## src/rtl/prover_compute_v_evalbank_pkg.sv

```systemverilog
// Shared definitions for the sumcheck evaluation banks: field parameters,
// controller state encoding and the modular adder used by every bank.
package prover_evalbank_pkg;

    // Prime field: the Mersenne prime 2^61 - 1.
    localparam int                 F_NBITS = 61;
    localparam logic [F_NBITS-1:0] F_Q     = 61'h1FFF_FFFF_FFFF_FFFF;

    typedef enum logic [1:0] {
        EVB_IDLE  = 2'd0,
        EVB_ACCUM = 2'd1,
        EVB_OUT   = 2'd2
    } evb_state_t;

    // Modular add of two operands that are both already reduced (< F_Q).
    // One conditional subtract is therefore enough.
    function automatic logic [F_NBITS-1:0] addmod(input logic [F_NBITS-1:0] a,
                                                  input logic [F_NBITS-1:0] b);
        logic [F_NBITS:0] s;
        s = {1'b0, a} + {1'b0, b};
        if (s >= {1'b0, F_Q}) begin
            s = s - {1'b0, F_Q};
        end
        return s[F_NBITS-1:0];
    endfunction

endpackage

```

## src/rtl/prover_compute_v_evalbank_if.sv

```systemverilog
// Batch-input / result-output bundle of the evaluation bank.
interface prover_compute_v_evalbank_if #(
    parameter int nLanes  = 4,
    parameter int nPoints = 4
);
    import prover_evalbank_pkg::*;

    logic [nLanes-1:0]                            lane_valid;
    logic [nLanes-1:0]                            lane_mask;
    logic [nLanes-1:0][nPoints-1:0][F_NBITS-1:0]  lane_val;
    logic                                         in_ready;
    logic                                         clear;
    logic                                         finish;
    logic                                         out_valid;
    logic                                         out_ready;
    logic [nPoints-1:0][F_NBITS-1:0]              out_vals;
    logic                                         busy;

    // Producer / consumer side (gate-bank lanes and the round interpolator).
    modport master (
        output lane_valid, lane_mask, lane_val, clear, finish, out_ready,
        input  in_ready, out_valid, out_vals, busy
    );

    // The evaluation bank itself.
    modport slave (
        input  lane_valid, lane_mask, lane_val, clear, finish, out_ready,
        output in_ready, out_valid, out_vals, busy
    );

endinterface

```

## src/rtl/prover_compute_v_evalbank_addmod.sv

```systemverilog
// Single combinational modular adder, shared by all accumulator points.
module prover_evalbank_addmod
    import prover_evalbank_pkg::*;
(
    input  logic [F_NBITS-1:0] a,
    input  logic [F_NBITS-1:0] b,
    output logic [F_NBITS-1:0] sum
);

    assign sum = addmod(a, b);

endmodule

```

## src/rtl/prover_compute_v_evalbank.sv

```systemverilog
// Lane-reduction and round-accumulation bank: each accepted batch is folded
// into one accumulator per evaluation point, one modular add per cycle, and
// the accumulators are presented (and auto-cleared) on a finish request.
module prover_compute_v_evalbank
    import prover_evalbank_pkg::*;
#(
    parameter int nLanes   = 4,
    parameter int nPoints  = 4,
    parameter int nCntBits = $clog2(nLanes * nPoints)
) (
    input logic                        clk,
    input logic                        rst,
    prover_compute_v_evalbank_if.slave bus
);

    localparam int N_OPS = nLanes * nPoints;
    localparam int PW    = $clog2(nPoints);
    localparam int LW    = (nLanes > 1) ? $clog2(nLanes) : 1;

    evb_state_t                                   state, state_nxt;
    logic                                         fin_pend;
    logic [nCntBits-1:0]                          cnt;
    logic [nLanes-1:0][nPoints-1:0][F_NBITS-1:0]  cap_buf;
    logic [nPoints-1:0][F_NBITS-1:0]              acc;
    logic                                         in_ready;
    logic                                         accept;
    logic                                         last_op;
    logic [PW-1:0]                                p_idx;
    logic [LW-1:0]                                l_idx;
    logic [F_NBITS-1:0]                           sum;

    assign accept  = in_ready && (&bus.lane_valid);
    assign last_op = (state == EVB_ACCUM) && (cnt == nCntBits'(N_OPS - 1));

    // Point-major walk: all lanes of point 0, then all lanes of point 1, ...
    assign p_idx = PW'(int'(cnt) / nLanes);
    assign l_idx = LW'(int'(cnt) % nLanes);

    prover_evalbank_addmod u_addmod (
        .a   (acc[p_idx]),
        .b   (cap_buf[l_idx][p_idx]),
        .sum (sum)
    );

    // State register.
    always_ff @(posedge clk) begin
        // NOTE: sequential state uses non-blocking assignments so every flop samples pre-edge values.
        if (rst) state <= EVB_IDLE;
        else     state <= state_nxt;
    end

    // Next-state logic.
    always_comb begin
        // NOTE: default first so no path through the case can infer a latch.
        state_nxt = state;
        unique case (state)
            EVB_IDLE: begin
                if (accept)                       state_nxt = EVB_ACCUM;
                else if (bus.finish || fin_pend)  state_nxt = EVB_OUT;
            end
            EVB_ACCUM: begin
                if (last_op) state_nxt = (fin_pend || bus.finish) ? EVB_OUT : EVB_IDLE;
            end
            EVB_OUT: begin
                // clear discards the pending result just like a consumed one.
                if (bus.out_ready || bus.clear) state_nxt = EVB_IDLE;
            end
            default: state_nxt = EVB_IDLE;
        endcase
    end

    // Outputs; everything is forced quiet while reset is held.
    always_comb begin
        in_ready      = (state == EVB_IDLE) && !fin_pend && !rst;
        bus.in_ready  = in_ready;
        bus.out_valid = (state == EVB_OUT) && !rst;
        bus.busy      = (state != EVB_IDLE) && !rst;
        bus.out_vals  = rst ? '0 : acc;
    end

    // Counter, pending-finish flag and accumulators.
    always_ff @(posedge clk) begin
        if (rst) begin
            cnt      <= '0;
            fin_pend <= 1'b0;
            acc      <= '0;
        end else begin
            if (accept)                  cnt <= '0;
            else if (state == EVB_ACCUM) cnt <= cnt + nCntBits'(1);

            // Entering OUT consumes any pending request, including one that
            // arrives in the very cycle of the transition.
            if (state_nxt == EVB_OUT && state != EVB_OUT) fin_pend <= 1'b0;
            else if (bus.finish)                          fin_pend <= 1'b1;

            // A clear coinciding with an accept zeroes first; the batch then
            // sums onto zero during the following ACCUM cycles.
            if (state == EVB_ACCUM)                                 acc[p_idx] <= sum;
            else if (bus.clear || (state == EVB_OUT && bus.out_ready)) acc <= '0;
        end
    end

    // Batch capture with masked lanes forced to zero.
    always_ff @(posedge clk) begin
        // NOTE: the capture buffer is wide storage and is always written before it is read, so it has no reset.
        if (accept) begin
            for (int l = 0; l < nLanes; l++) begin
                cap_buf[l] <= bus.lane_mask[l] ? bus.lane_val[l] : '0;
            end
        end
    end

    // Clear while a batch is being summed would corrupt the result.
    assert property (@(posedge clk) disable iff (rst) !(state == EVB_ACCUM && bus.clear))
        else $error("clear asserted during ACCUM");

endmodule

```

## src/flat_wrapper.sv

```systemverilog
// flat-port wrapper written by rule: the top's interface ports become plain ports
module prover_compute_v_evalbank_flat import prover_evalbank_pkg::*;
#(
    parameter int nLanes   = 4,
    parameter int nPoints  = 4,
    parameter int nCntBits = $clog2(nLanes * nPoints)
)
  (clk, rst, bus_lane_valid, bus_lane_mask, bus_lane_val, bus_clear, bus_finish, bus_out_ready, bus_in_ready, bus_out_valid, bus_out_vals, bus_busy);
  prover_compute_v_evalbank_if #(.nLanes(nLanes), .nPoints(nPoints)) bus_i ();
  input logic clk;
  input logic rst;
  input wire logic [$bits(bus_i.lane_valid)-1:0] bus_lane_valid;
  input wire logic [$bits(bus_i.lane_mask)-1:0] bus_lane_mask;
  input wire logic [$bits(bus_i.lane_val)-1:0] bus_lane_val;
  input wire logic [$bits(bus_i.clear)-1:0] bus_clear;
  input wire logic [$bits(bus_i.finish)-1:0] bus_finish;
  input wire logic [$bits(bus_i.out_ready)-1:0] bus_out_ready;
  output wire logic [$bits(bus_i.in_ready)-1:0] bus_in_ready;
  output wire logic [$bits(bus_i.out_valid)-1:0] bus_out_valid;
  output wire logic [$bits(bus_i.out_vals)-1:0] bus_out_vals;
  output wire logic [$bits(bus_i.busy)-1:0] bus_busy;
  assign bus_i.lane_valid = bus_lane_valid;
  assign bus_i.lane_mask = bus_lane_mask;
  assign bus_i.lane_val = bus_lane_val;
  assign bus_i.clear = bus_clear;
  assign bus_i.finish = bus_finish;
  assign bus_i.out_ready = bus_out_ready;
  assign bus_in_ready = bus_i.in_ready;
  assign bus_out_valid = bus_i.out_valid;
  assign bus_out_vals = bus_i.out_vals;
  assign bus_busy = bus_i.busy;
  prover_compute_v_evalbank #(.nLanes(nLanes), .nPoints(nPoints), .nCntBits(nCntBits)) u_core (.clk(clk), .rst(rst), .bus(bus_i));
endmodule
```

## config.mk

```make
export PLATFORM = sky130hd
export DESIGN_NAME = prover_compute_v_evalbank_flat
export DESIGN_NICKNAME = d
export VERILOG_FILES = /design/src/rtl/prover_compute_v_evalbank_pkg.sv /design/src/rtl/prover_compute_v_evalbank_if.sv /design/src/rtl/prover_compute_v_evalbank_addmod.sv /design/src/rtl/prover_compute_v_evalbank.sv /design/src/flat_wrapper.sv
export SDC_FILE = /design/constraint.sdc
export NUM_CORES = 2
export LEC_CHECK = 0
export CELL_PAD_IN_SITES_DETAIL_PLACEMENT = 2
export CELL_PAD_IN_SITES_GLOBAL_PLACEMENT = 2
export CORE_AREA = 2 2 475 477
export DETAILED_ROUTE_END_ITERATION = 8
export DIE_AREA = 0 0 477 479
export PLACE_DENSITY_LB_ADDON = 0.1
export SYNTH_ARGS = -nofsm -noshare
export SYNTH_HDL_FRONTEND = slang
export SYNTH_SLANG_ARGS = --single-unit
export TNS_END_PERCENT = 100
```

## constraint.sdc

```tcl
create_clock -name clk -period 65.1 [get_ports clk]
set_input_delay 6.51 -clock clk [delete_from_list [all_inputs] [get_ports clk]]
set_output_delay 6.51 -clock clk [all_outputs]
set_load 0.03 [all_outputs]
```

After elaboration in Yosys (flattened, before gate mapping):

Index checks and enable logic that the tools add are counted.

* logic and storage cells: 74
* input bits: 989
* register bits: 1227

* $add $sub $neg: 3
* reductions and logical operators: 20
* eq/ne operators: 5
* magnitude comparators: 4
* muxes and demuxes: 19

Operator list (number)
* 2-to-1 mux 244 bit: 4
* binary-select mux 244 bit (select 2 bit): 1
* binary-select mux 61 bit (select 2 bit): 2
* bitwise mux 244 bit: 1
* 2-to-1 mux 61 bit: 4
* demux 61 bit (select 2 bit): 1
* adder 61 x 61 -> 62 bit: 1
* greater-or-equal comparator 62 x 61 -> 1 bit, second input constant: 1
* subtractor 61 bit, second input constant: 1
* 2-to-1 mux 2 bit: 5
* logical AND 1 bit: 9
* < comparator 2 x 3 -> 1 bit, second input constant: 2
* case mux 2 bit (3 select lines): 1
* adder 4 x 1 -> 4 bit, second input constant: 1
* equality test 2 bit, second input constant: 2
* equality test 4 bit, second input constant: 1
* AND reduction 4 bit: 1
* nonzero test 2 bit: 2
* OR reduction 2 bit: 2
* logical OR 1 bit: 3
* equality test 2 x 1 -> 1 bit, second input constant: 1
* greater-or-equal comparator 2 x 1 -> 1 bit, second input constant: 1
* zero test 1 bit: 2
* zero test 2 bit: 1
* != test 2 bit, second input constant: 1

Longest topological paths before layout:

* word-level depth: 9
* mapped depth: 24

Cells and area by module:

A second synthesis with hierarchy kept.

* cells, all modules: 5137
* area total of the unflattened synthesis: 62947.9 µm²

By module, submodules not included
* prover_compute_v_evalbank: instances 1, cells each 4113, area each 56329.0 µm², sequential area each 34332.9 µm²
* prover_evalbank_addmod: instances 1, cells each 1024, area each 6618.8 µm², sequential area each 0.0 µm²

Worst setup path after synthesis:

Ideal clock, no wire load.

* path kind: in2reg
* start: in rst
* end: reg u_core.state[1]
* path slack: 32.777 ns
* data required time: 64.948 ns
* arrival time: 32.171 ns
* stages: 6
* path through: clkbuf_1 > nor4_1 > and2_1 > a2111oi_0 > a21oi_1 > a211oi_1

* longest elaborated chain between the ends: 5

RTL lines
* start: declaration: RTL line flat_wrapper.sv:11 `input logic rst;`
* zero test 1 bit: RTL line prover_compute_v_evalbank.sv:74 `in_ready = (state == EVB_IDLE) && !fin_pend && !rst;`
* logical AND 1 bit: RTL line prover_compute_v_evalbank.sv:74
* named net bus_in_ready: RTL line flat_wrapper.sv:18 `output wire logic [$bits(bus_i.in_ready)-1:0] bus_in_ready;`
* logical AND 1 bit: RTL line prover_compute_v_evalbank.sv:32 `assign accept = in_ready && (&bus.lane_valid);`
* named net u_core.accept: RTL line prover_compute_v_evalbank.sv:26 `logic accept;`
* 2-to-1 mux 2 bit: RTL line prover_compute_v_evalbank.sv:58 `if (accept) state_nxt = EVB_ACCUM;`
* case mux 2 bit (3 select lines): RTL line prover_compute_v_evalbank.sv:56 `unique case (state)`
* end signal: assignment: RTL line prover_compute_v_evalbank.sv:49 `else state <= state_nxt;`
* end: declaration: RTL line prover_compute_v_evalbank.sv:20 `evb_state_t state, state_nxt;`

The timed path passes the listed nets, and every way through them passes these cells.
A chain may end at the register's enable or synchronous reset.

Worst setup path in the final report:

* start: in rst
* end: out bus_out_valid

* longest elaborated chain between the ends: 2

RTL lines
* zero test 1 bit: RTL line prover_compute_v_evalbank.sv:76 `bus.out_valid = (state == EVB_OUT) && !rst;`
* logical AND 1 bit: RTL line prover_compute_v_evalbank.sv:76
* end: declaration: RTL line flat_wrapper.sv:19 `output wire logic [$bits(bus_i.out_valid)-1:0] bus_out_valid;`

Every way passes these cells.

==> results.py <==
metrics = {
    "global_routing": {
        "overflow": 0,
        "top_usage_layer": "met2",
        "grt_max_degree": 183,
        "antenna_found_initial": 207,
        "grtUsageMet2": 0.4424,
        "globalRouteTotalUtil": 0.2593,
        "grt_pass1_wl_um": 416800,
        "use_met3": 0.04889,
        "met1_usage": 0.3329,
        "first_global_vias": 50350,
    },
    "logic_synthesis": {
        "async_flop_share": 0,
        "syn_inst": 4873,
        "synth_nets": 5926,
        "yosys_warnings": 0,
        "synth.yosys.seq_area_share": 0.5472,
        "syn_avg_cell_area_um2": 12.88,
        "synth_ff_type": "edfxtp_1",
        "synth_cell_type_count": 101,
        "syn_area_um2": 62750,
        "synth-seq-cells": 1227,
        "synth_edf_count": 976,
    },
    "clock_network": {
        "ctsResizeCount": 0,
        "holdBufCountCts": 0,
        "cts-htree-levels": 4,
        "clk_pin_slew_ns": 0.05,
        "clkSinkCount": 1227,
        "cts_made_buffers": 150,
        "postCtsSetupRepairBufs": 0,
        "insertion_delay_ns": 0.83,
        "cts.path.max_buffers": 3,
        "ctsRootBufferMaster": "clkbuf_16",
        "tritoncts": "built",
    },
    "job": {
        "maxCapViolCount": 0,
    },
    "power_and_ir_drop": {
        "power_density_nw_per_um2": 21.96,
        "leakagePower_nw": 27.23,
        "irDropWorstVdd_v": 0.00002761,
    },
    "worst_hold_path": {
        "hold_end": "u_core.acc[60]",
        "hp-start": "u_core.acc[60]",
        "whs_path_depth": 2,
        "hold_class": "reg2reg",
    },
    "sta": {
        "drv_slew": 0,
        "maxSlewHeadroom": 0.1379,
        "worstMarginPinSlew_ns": 1.292,
        "period_share": 0.2394,
        "setup_ws_ns": 49.52,
        "hold_viol_final": 0,
        "max_freq_mhz": 64.17,
        "fin_worst_skew_ns": 0.03938,
        "fin_crit_ns": 15.58,
        "setup_viol": 0,
        "setup-tns-final_ns": 0,
        "rsz0062_at_grt": "no",
    },
    "die": {
        "die_y_um": 479,
        "num_rows": 174,
        "dieWidth_um": 477,
        "core_um2": 223600,
        "die-area_um2": 228500,
        "initial_core_util": 0.2806,
        "pin_count": 1236,
    },
    "route": {
        "viasPerCell": 5.249,
        "vias": 47940,
        "wl_per_cell_um": 33.40,
        "drt_iter0_drc": 3499,
        "wl_um": 305000,
        "dr.pass1.iters": 6,
        "drc": 0,
        "antenna_left": 0,
    },
    "final_layout": {
        "utilization": 0.3708,
        "layout-drive-gt1-share": 0.1198,
        "area_delta_synth_final_pct": 32.13,
        "fin_nets": 7012,
    },
    "critical_path": {
        "slowest_stage": "buf_4",
        "cp_data_arrival_time_ns": 9.07,
        "r2r_cells": 19,
        "critPathLaunchType": "input pin",
        "regToRegSetupSlack_ns": 54.37,
        "worstSetupPathType": "in2out",
        "r2r_start": "u_core.cnt[1]",
        "worstPathMaxFanout": 164,
        "cp_cell_sequence": "clkbuf_8, buf_4, nor3_1, clkdlybuf4s50_1",
        "r2r_end": "u_core.acc[1]",
        "required_ns": 58.59,
        "end_kind": "output port",
        "cpPeakStageDelay_ns": 0.90,
    },
    "place": {
        "io_buffer_count": 1235,
        "hpwl_um": 232100,
        "gp_congestion": 0.8490,
        "pre_cts_slack_ns": 49.33,
    },
    "status": {
        "outcome": "completed",
    },
}
[cells in the final DEF (no fill, tap or decap), drive strengths merged, types with 26 or more instances in the layout]
cell type,instances
a21oi,100
o31ai,32
and2,1000
o211ai,58
a31oi,40
nor3,93
nor2,154
edfxtp,976
clkdlybuf4s50,1230
nand3,118
or3,34
nor4,44
a21o,34
mux4,366
ha,63
o21ai,102
nand4,62
buf,82
a22o,101
xor2,26
clkbuf,199
nor2b,249
diode,61
a221o,28
dfxtp,251
clkinv,59
nand2,231
xnor2,26
[worst max-delay path by stage]
stage,start,endpoint,slack (ns),cells after the start
after floorplan,rst,u_core.state[1],32.78,6
after global placement,rst,bus_out_valid,49.46,4
after detailed placement,rst,bus_out_valid,49.33,4
after CTS,rst,bus_out_valid,49.33,4
after global routing,rst,bus_out_valid,49.21,4
final,rst,bus_out_valid,49.52,4
[state kept, by name, indices dropped and copies added, names as in the netlist]
| signal | flops |
|---|---|
| u_core.fin_pend | 1 |
| u_core.cap_buf | 976 |
| u_core.cnt | 4 |
| u_core.state | 2 |
| u_core.acc | 244 |
[layout make-up]
type / instances / area [um^2]
inverters: 16 / 60.06
multi-input cells: 3250 / 26870
repair buffers: 1314 / 13030
clock inverters: 75 / 721.9
clock buffers: 197 / 3981
well taps: 2992 / 3744
diodes: 61 / 152.6
flip-flops and latches: 1227 / 34350
fillers: 23040 / 140700
[Yosys cell counts (all sizes together) (40+ instances only)]
cell	count	area (um^2)
nand2	231	867.1
and2	1000	6256
nand4	62	400.4
nor2	154	578.1
a31oi	40	250.2
a22o	101	884.6
buf	77	459.2
dfxtp	251	5025
nand3	118	603.1
clkbuf	300	1127
nor4	44	336.6
nor3	93	485.5
edfxtp	976	29310
o21ai	102	525.5
ha	63	788.3
o211ai	58	440.4
nor2b	249	1558
mux4	366	8243
a21oi	100	511.8
[routing by layer]
metal,wire length [um],vias to the layer above,share of wire
met5,308,-,0.0010
met4,8135,46,0.027
li1,-,20680,-
met3,17380,467,0.057
met1,128400,24990,0.42
met2,150800,1752,0.49
[logic make-up (layout without fill, tap and decap cells)]
logic type      count (synthesis)  after routing  synth area share
mux                           387            387            0.1347
buf+inv                       396           1602           0.02666
flops                        1227           1227            0.5472
other cells                     0             61                 0
xor+xnor                       52             52          0.007378
simple gates                 2080           2080            0.1919
compound gates                667            667           0.07924
fa+ha+maj                      64             64           0.01288
[power breakdown]
group          leakage (nW)  switching [mW]  total (mW)  internal, mW
combinational          14.1          0.0663       0.144        0.0779
clock                  2.27           0.362       0.821         0.459
sequential             10.9         0.00230       0.855         0.853
[critical path: cells and delay by family]
kind / cells / cell delay (ns)
buf+inv: 3 / 2.39
simple gates: 1 / 0.12
[stage by stage]
step | hold WS, ns | total power [mW] | cell area [um^2] | cells
after floorplan | 0.4338 | 0.9294 | 62750 | 4873
after global placement | 0.4632 | 1.015 | 78050 | 8799
after detailed placement | 0.4723 | 1.017 | 78050 | 8799
after CTS | 0.4766 | 1.843 | 82750 | 9071
after global routing | 0.5085 | 1.878 | 82860 | 9113
final | 0.4709 | 1.821 | 82910 | 9132
(Power assumes the default switching activity.)
